### config.mk
export PLATFORM = sky130hd
export DESIGN_NAME = sync2
export DESIGN_NICKNAME = d
export VERILOG_FILES = /design/src/rtl/sync2.sv
export SDC_FILE = /design/constraint.sdc
export NUM_CORES = 1
export LEC_CHECK = 0
export ABC_CLOCK_PERIOD_IN_PS = 800
export CORE_AREA = 3 3 40 42
export DETAILED_ROUTE_END_ITERATION = 16
export DIE_AREA = 0 0 43 45
export DONT_BUFFER_PORTS = 1
export GPL_TIMING_DRIVEN = 0
export PLACE_DENSITY = 0.54
export REMOVE_ABC_BUFFERS = 1
export SETUP_SLACK_MARGIN = 0.02
export SYNTH_ARGS = -nofsm -noshare
export SYNTH_HDL_FRONTEND = slang
export SYNTH_SLANG_ARGS = --single-unit
### constraint.sdc
create_clock -name clk -period 0.8 [get_ports clk]
set_clock_uncertainty 0.05 [all_clocks]
set_input_delay 0.24 -clock clk [delete_from_list [all_inputs] [get_ports clk]]
set_output_delay 0.24 -clock clk [all_outputs]
set_load 0.02 [all_outputs]
### src/rtl/sync2.sv
// rtl/sync2.sv - parameterized-width two-flop synchronizer
//
// Purpose: brings an input bus into the clk domain through two flops.
// Ports:
//   clk    in         clock
//   rst_n  in         asynchronous active-low reset, clears both stages
//   i_d    in  WIDTH  raw input
//   o_q    out WIDTH  second-stage (s2) value
module sync2 #(
  parameter int WIDTH = 8
) (
  input  logic             clk,
  input  logic             rst_n,
  input  logic [WIDTH-1:0] i_d,
  output logic [WIDTH-1:0] o_q
);

  logic [WIDTH-1:0] r_s1;
  logic [WIDTH-1:0] r_s2;

  always_ff @(posedge clk or negedge rst_n) begin
    if (!rst_n) begin
      r_s1 <= '0;
      r_s2 <= '0;
    end else begin
      r_s1 <= i_d;
      r_s2 <= r_s1;
    end
  end

  assign o_q = r_s2;

endmodule

==> results.txt <==
post-synth top area share = 100%
dpl cell area = 419 sq um
vias in the first global route = 187
clock-pin slew on the worst setup and hold paths = 80 ps
CTS Sinks = 16
Setup WS post-layout = -215 ps
antenna cells = 0
gr usage total = 6.65%
commonest non-fill, non-tap cell in the layout = dfrtp_1
Mean Syn Cell Area = 25.0 sq um
Leakage = 0.240 nW
Worst Reg-to-Reg Cells = 0
YS warnings = 0
Tmin final = 1010 ps
critical path launch point type = flop
Slew Limit Fails = 0
clk root buf = clkbuf_4
sequential group share of total power = 67.2%
Least-Margin Pin Slew = 676 ps
Synth cell types = 1
TritonCTS clock tree = yes
status = finished, violations left
H-tree Lvls = 1
first-pass GRT wire length = 828 microns
switch share = 20.3%
Cell Pwr Density = 2440 nW/um^2
R2R Path Start = r_s1[7]
Seq/Total Area, Yosys = 100%
GRT Residual Overflow = 0
Longest Clk Path Bufs = 2
Hold Vio Cnt, Final = 0
Internal = 1.06 mW
Routed WL = 493 microns
#MultiIn Comb = 0
Die Wd = 43 microns
antenna-violating nets left = 0
Max FO, Critical Path = 1
Layout area overhead = 35.6%
Worst setup EP type = output pin
hold_ws = 14.1 ps
FP Rows = 13
Fillers = 124
Multi-input gate area = 0 sq um
Initial Util = 31.2%
Ports = 18
endpoints failing setup = 8
worst vdd ir = 1.11 mV
Synth area leader = dfrtp_1
drt first pass iters = 1
Slew Limit Headroom = 55.0%
via count = 176
full die area = 1940 sq um
die height = 45 microns
MaxCap Viol Count = 0
clock power share = 29.1%
Post-Syn Instances = 16
initial antenna violation count = 0
commonest non-fill, non-tap cells in the layout = dfrtp_1 (9), dlygate4sd3_1 (8), dfrtp_2 (7)
worst setup path start = o_q[3]
CORE AREA = 1280 sq um
failing checks = negative setup slack
register area = 409 sq um
Final #Nets = 40
Vias/cell = 4.09
postcts setup bufs = 0
Highest Clock Rate = 986 MHz
WS Path Type = flop to output pin
Critical Path Stages = 0
#FFs+latches synth = 16
WP data required = 510 ps
pin count of the biggest net entering global routing = 17
mapped cell area = 400 sq um
Data arrival, critical path = 720 ps
Gate power share = 3.7%
WL/cell = 11.5 microns
CTS Buf Count = 3
worst skew pair latency = 270 ps
worst hold path class = input port to asynchronous set/reset pin
switching power = 269 uW
gpl congestion = 0.529
layout cell share with drive strength beyond 1 = 35.7%
top cells by area, synth = dfrtp_1 (100%)
Final Instance Area = 543 sq um
Remaining DRCs = 0
period utilisation layout = 127%
Port-buffer cells = 0
unrepaired setup endpoints after global routing = yes
First DRT Iteration DRCs = 0
Tot Pwr = 1.32 mW
## logic make-up (layout without fill, tap and decap cells)
kind of cell	count (synthesis)	in the layout	share of synthesized area, %
buf+inv	0	12	0
flops	16	16	100
## path summary, 6_finish.rpt
check / endpoint / slack [ps]
max in group asynchronous: o_q[4] / 220
setup / recovery: o_q[3] / -210
hold reg to reg: o_q[1] / 300
min in group clk: o_q[1] / 300
setup reg to reg: o_q[7] / 270
hold / removal: o_q[6] / 10
## layout make-up
type | count | area share [%]
Sequential cell | 16 | 75.3
Timing Repair Buffer | 9 | 17.1
Clock buffer | 3 | 4.15
Tap cell | 15 | 3.46
## state kept, by name (all words and copies together), names as in the netlist
register  cells
o_q           8
r_s1          8
## layer usage
layer | GRT usage [%] | up-vias | routed length, microns
met4 | 5.42 | 0 | 17
met1 | 6.72 | 86 | 144
met5 | 0 | - | 0
met3 | 5.58 | 2 | 79
met2 | 8.68 | 13 | 251
li1 | - | 75 | -
## per-stage QoR
step / TNS (ps) / worst slack (ps) / std cells / util, %
floorplan: 0 / 94.0 / 16 / -
global placement: 0 / 83.2 / 31 / 32.6
detailed placement: 0 / 79.0 / 31 / 32.6
CTS: -4710 / -230 / 43 / 41.9
global route: -1960 / -248 / 43 / 42.3
finish: -1680 / -215 / 43 / 42.3
## power by group through the flow
stage / combinational (mW) / sequential, mW / clock, mW
2_1_floorplan: 0 / 0.901 / 0
3_3_place_gp: 0 / 0.905 / 0
3_5_place_dp: 0 / 0.906 / 0
4_1_cts: 0.0494 / 0.892 / 0.410
5_1_grt: 0.0550 / 0.897 / 0.450
6_report: 0.0486 / 0.891 / 0.385
## cells in the mapped netlist
cell type  number
dfrtp_1        16
## what timing repair did
action	4_1_cts	5_1_grt
hold endpoints to repair	24	0
pin swaps	0	0
resized for setup	5	3
endpoints found under the setup margin	8	24
hold buffers	9	0
No activity file was read; power rests on OpenSTA's default activity.
